$ cat config.mk
export PLATFORM = sky130hd
export DESIGN_NAME = clkgen_frac
export DESIGN_NICKNAME = d
export VERILOG_FILES = /design/src/rtl/clkgen_frac.sv
export SDC_FILE = /design/constraint.sdc
export NUM_CORES = 1
export LEC_CHECK = 0
export CAP_MARGIN = 20
export CORE_UTILIZATION = 58
export DETAILED_ROUTE_END_ITERATION = 16
export GPL_ROUTABILITY_DRIVEN = 1
export PLACE_DENSITY_LB_ADDON = 0.05
export SLEW_MARGIN = 20
export SYNTH_ARGS = -nofsm -noshare
export SYNTH_HDL_FRONTEND = slang
export SYNTH_SLANG_ARGS = --single-unit
$ cat constraint.sdc
create_clock -name clk -period 3.5 [get_ports clk]
set_input_delay 0.7 -clock clk [delete_from_list [all_inputs] [get_ports clk]]
set_output_delay 0.7 -clock clk [all_outputs]
set_load 0.05 [all_outputs]
$ cat src/rtl/clkgen_frac.sv
// clkgen_frac: one-hot strobe ring, half-rate f0/f1 pair and NCH phase-accumulator clocks.
// Optional CLKGEN_RESYNC_EN adds a resync input that realigns ring and accumulators.

module clkgen_frac_ch #(
    parameter int ACC_W = 16
) (
    input  logic             clk,
    input  logic             rst_n,
    input  logic             resync_i,
    input  logic [ACC_W-1:0] inc_i,
    input  logic             inc_ld_i,
    output logic             fclk_o,
    output logic             fstb_o,
    output logic             busy_o
);
    logic [ACC_W-1:0] acc_q, acc_d, act_q, act_d, pend_q, pend_d;
    logic             busy_q, busy_d, fstb_q, fstb_d;
    logic [ACC_W:0]   sum;
    logic             wrap;

    always_comb begin
        sum    = {1'b0, acc_q} + {1'b0, act_q};
        wrap   = sum[ACC_W];
        acc_d  = sum[ACC_W-1:0];
        act_d  = act_q;
        pend_d = pend_q;
        busy_d = busy_q;
        fstb_d = ~acc_q[ACC_W-1] & acc_d[ACC_W-1];
        if (resync_i) begin
            acc_d  = '0;
            fstb_d = 1'b0;
            busy_d = 1'b0;
            act_d  = inc_ld_i ? inc_i : (busy_q ? pend_q : act_q);
        end else if (inc_ld_i) begin
            // A load landing on the wrap goes straight to the active increment.
            pend_d = inc_i;
            if (wrap) begin
                act_d  = inc_i;
                busy_d = 1'b0;
            end else begin
                busy_d = 1'b1;
            end
        end else if (busy_q && (wrap || act_q == '0)) begin
            // Switch only at the falling edge (or when stopped) so no runt phase appears.
            act_d  = pend_q;
            busy_d = 1'b0;
        end
    end

    always_ff @(posedge clk or negedge rst_n) begin
        if (!rst_n) begin
            acc_q  <= '0;
            act_q  <= '0;
            pend_q <= '0;
            busy_q <= 1'b0;
            fstb_q <= 1'b0;
        end else begin
            acc_q  <= acc_d;
            act_q  <= act_d;
            pend_q <= pend_d;
            busy_q <= busy_d;
            fstb_q <= fstb_d;
        end
    end

    assign fclk_o = acc_q[ACC_W-1];
    assign fstb_o = fstb_q;
    assign busy_o = busy_q;
endmodule

module clkgen_frac #(
    parameter int PHASES = 4,
    parameter int ACC_W  = 16,
    parameter int NCH    = 2
) (
    input  logic                 clk,
    input  logic                 rst_n,
    input  logic                 ph_en,
`ifdef CLKGEN_RESYNC_EN
    input  logic                 resync,
`endif
    output logic [PHASES-1:0]    c,
    output logic                 f0,
    output logic                 f1,
    input  logic [NCH*ACC_W-1:0] inc,
    input  logic [NCH-1:0]       inc_ld,
    output logic [NCH-1:0]       fclk,
    output logic [NCH-1:0]       fstb,
    output logic [NCH-1:0]       busy
);
    logic [PHASES-1:0] c_q, c_d;
    logic              f0_q, f0_d;
    logic              rsy;

`ifdef CLKGEN_RESYNC_EN
    assign rsy = resync;
`else
    assign rsy = 1'b0;
`endif

    always_comb begin
        c_d  = c_q;
        f0_d = f0_q;
        if (rsy) begin
            c_d    = '0;
            c_d[0] = 1'b1;
            f0_d   = 1'b1;
        end else if (ph_en) begin
            c_d  = {c_q[PHASES-2:0], c_q[PHASES-1]};
            f0_d = ~f0_q;
        end
    end

    always_ff @(posedge clk or negedge rst_n) begin
        if (!rst_n) begin
            c_q  <= {{(PHASES-1){1'b0}}, 1'b1};
            f0_q <= 1'b1;
        end else begin
            c_q  <= c_d;
            f0_q <= f0_d;
        end
    end

    assign c  = c_q;
    assign f0 = f0_q;
    assign f1 = ~f0_q;

    for (genvar n = 0; n < NCH; n++) begin : g_ch
        clkgen_frac_ch #(.ACC_W(ACC_W)) u_ch (
            .clk      (clk),
            .rst_n    (rst_n),
            .resync_i (rsy),
            .inc_i    (inc[n*ACC_W +: ACC_W]),
            .inc_ld_i (inc_ld[n]),
            .fclk_o   (fclk[n]),
            .fstb_o   (fstb[n]),
            .busy_o   (busy[n])
        );
    end
endmodule

==> results.tsv <==
stage	metric	value	unit
floorplan	io_pins	49	
sta	rsz0062_at_grt	no	
setup_path	rr_startpoint	g_ch[0].u_ch.act_q[0]	
setup_path	worst-setup-path-type	flop to flop	
min_path	hold_path.class	input port to asynchronous set/reset pin	
layout	mostFrequentLayoutCells	dfrtp_1, mux2_2, clkdlybuf4s50_1	
sta	hold_viol_final	0	
sta	drv_slew	0	
detailed_routing	wl_per_cell	16.3	um
setup_path	crit_fanout	9	
grt	grt.total_usage	22.0	%
setup_path	r2r_slack	0.67	ns
setup_path	cp.arrival	3.08	ns
detailed_routing	drt.antenna.violating_nets	0	
sta	slew_headroom	51.6	%
detailed_routing	routed_wl	9810	um
layout	final_common_cell	dfrtp_1	
synth	synth-async-reset-ratio	100	%
floorplan	fp.coreArea	9150	um2
status	status	complete, no violations	
sta	setup_viol	0	
floorplan	die_area	9790	um2
placed_design	place.gp.congestion	0.879	
sta	finClkSkew	0.00911	ns
synth	synth_area_per_cell	12.4	um2
grt	grt_pass1_wl	16800	um
grt	antenna_found_initial	0	
detailed_routing	drc	0	
floorplan	floorplan.initialDensity	59.5	%
synth	synth_area	5450	um2
sta	max_freq	0.354	GHz
run	maxCapViolCount	0	
synth	synth_seq_cells	105	
detailed_routing	drt_iter0_drc	107	
layout	drive_gt1_share	21.3	%
sta	worst_pin_slew	0.726	ns
clocking	cts-resized-gates	0	
floorplan	die_w	98.9	um
clocking	clk_latency	0.36	ns
synth	yosysSeqAreaShare	48.3	%
setup_path	reg2reg_depth	8	
clocking	cts.path.max_buffers	2	
placed_design	io_buffers	48	
detailed_routing	vias	3508	
sta	fin_crit_sh	80.7	%
grt	grt_max_degree	58	
synth	yosys.cell_types.count	65	
clocking	cts_hold_buf	0	
synth	ys_warn_count	0	
layout	n_antenna_cell	0	
sta	finalCriticalPeriod	2.83	ns
sta	worst_slack	0.674	ns
synth	synth_enable_flop_cells	0	
grt	grt_overflow	0	
synth	synthesis.nets	512	
sta	setup_tns	0	ns
layout	area_growth	12.9	%
setup_path	end_kind	flop	
clocking	ctsRootBufferMaster	clkbuf_8	
layout	fin_nets	559	
setup_path	r2r_end	g_ch[0].u_ch.act_q[1]	
detailed_routing	via_per_inst	5.82	
setup_path	required	3.75	ns
synth	ys.flop_type	dfrtp_1	
setup_path	critPathLaunchType	flop	
clocking	cts_tree	done	
clocking	cts_setup_buffers	0	
clocking	cts-htree-levels	3	
placed_design	dp_slack	0.567	ns
floorplan	row_count	35	
floorplan	die_h	98.9	um
clocking	cts_buffers	9	
placed_design	hpwl	7310	um
clocking	cts_sinks	105	
grt	grt_pass1_vias	3531	
clocking	clkTransAtPathRegs	0.09	ns
synth	synthCells	441	
detailed_routing	drtPass1Iterations	4	
logic make-up after synthesis:
kind of cell    Yosys count  synth area share (%)
flops                   105                  48.3
mux                      70                  15.8
simple gates             83                  7.99
buf+inv                  35                  3.95
fa+ha+maj                34                  8.08
compound gates           93                  12.5
xor+xnor                 21                  3.37
area by class of cell:
type	instances	area, um2
clock buffer	9	124
clock inverter	6	67.6
fill	686	3000
inverter	17	63.8
multi-input combinational	301	2610
sequential	105	2630
tap	111	139
timing repair buffer	54	523
Yosys cell counts (2+ instances only):
master | instances | area (um2)
fa_1 | 2 | 40.0
o21ai_0 | 11 | 55.1
a211oi_1 | 3 | 22.5
dfrtp_1 | 103 | 2580
o22ai_1 | 2 | 12.5
xor2_1 | 9 | 78.8
buf_2 | 5 | 25.0
nand3b_1 | 3 | 22.5
nor2_1 | 17 | 63.8
nor2b_1 | 5 | 31.3
buf_12 | 2 | 40.0
o21bai_1 | 2 | 15.0
a21oi_1 | 25 | 125
ha_1 | 32 | 400
nand2_1 | 15 | 56.3
nand3_1 | 8 | 40.0
o21a_1 | 5 | 37.5
mux2_2 | 49 | 552
xnor2_1 | 12 | 105
and3_1 | 4 | 25.0
inv_1 | 16 | 60.1
mux2_4 | 20 | 300
o211ai_1 | 6 | 45.0
a21o_1 | 8 | 60.1
dfstp_2 | 2 | 52.6
nand4_1 | 3 | 18.8
a21oi_2 | 2 | 17.5
a221oi_1 | 3 | 26.3
buf_4 | 7 | 52.6
o311ai_0 | 3 | 26.3
o21ai_1 | 2 | 10.0
a311oi_2 | 2 | 30.0
nor3b_1 | 2 | 15.0
or3_1 | 2 | 12.5
a211o_1 | 4 | 35.0
nor4_1 | 9 | 56.3
nor3_1 | 8 | 40.0
critical path: stages, from the launching register on:
cell and delay [ns]:
dfrtp_1 0.41, ha_1 0.23, fa_1 0.44, a211oi_1 0.43
o211ai_1 0.18, a21oi_2 0.27, o21ba_1 0.20, buf_4 0.21
mux2_2 0.35
flip-flops by register name, summed over array words and instances, names as in the netlist:
signal,cells
c,4
f0,1
g_ch.u_ch.acc_q,32
g_ch.u_ch.act_q,32
g_ch.u_ch.busy_o,2
g_ch.u_ch.fstb_o,2
g_ch.u_ch.pend_q,32
stage by stage:
| stage | instance area, um2 | hold slack, ns | util (%) | std cells |
|---|---|---|---|---|
| 6_report | 6150 | 0.384 | 67.2 | 603 |
| 5_1_grt | 6150 | 0.424 | 67.2 | 603 |
| 4_1_cts | 6150 | 0.398 | 67.2 | 603 |
| 3_5_place_dp | 5960 | 0.461 | 65.1 | 588 |
| 3_3_place_gp | 5960 | 0.456 | 65.1 | 588 |
| 2_1_floorplan | 5450 | 0.404 | - | 441 |
per-layer routing:
metal  GRT usage, %  wire, um
met1           27.8      4460
met2           37.5      4900
met3           4.18       246
met4           8.38       204
met5              0         0
worst max path at each step:
| stage | startpoint | end | slack [ns] | cells past startpoint |
|---|---|---|---|---|
| after floorplan | g_ch[0].u_ch.act_q[0] | g_ch[0].u_ch.act_q[10] | 1.00 | 9 |
| after global placement | inc_ld[1] | g_ch[1].u_ch.act_q[0] | 0.60 | 4 |
| after detailed placement | inc_ld[1] | g_ch[1].u_ch.act_q[0] | 0.57 | 4 |
| after CTS | g_ch[0].u_ch.act_q[0] | g_ch[0].u_ch.act_q[1] | 0.67 | 8 |
| after global routing | g_ch[0].u_ch.act_q[0] | g_ch[0].u_ch.act_q[1] | 0.55 | 8 |
| final | g_ch[0].u_ch.act_q[0] | g_ch[0].u_ch.act_q[1] | 0.67 | 8 |
Power is not shown: default switching activity piles up to over one toggle a cycle in this logic, so the estimate is an artifact.
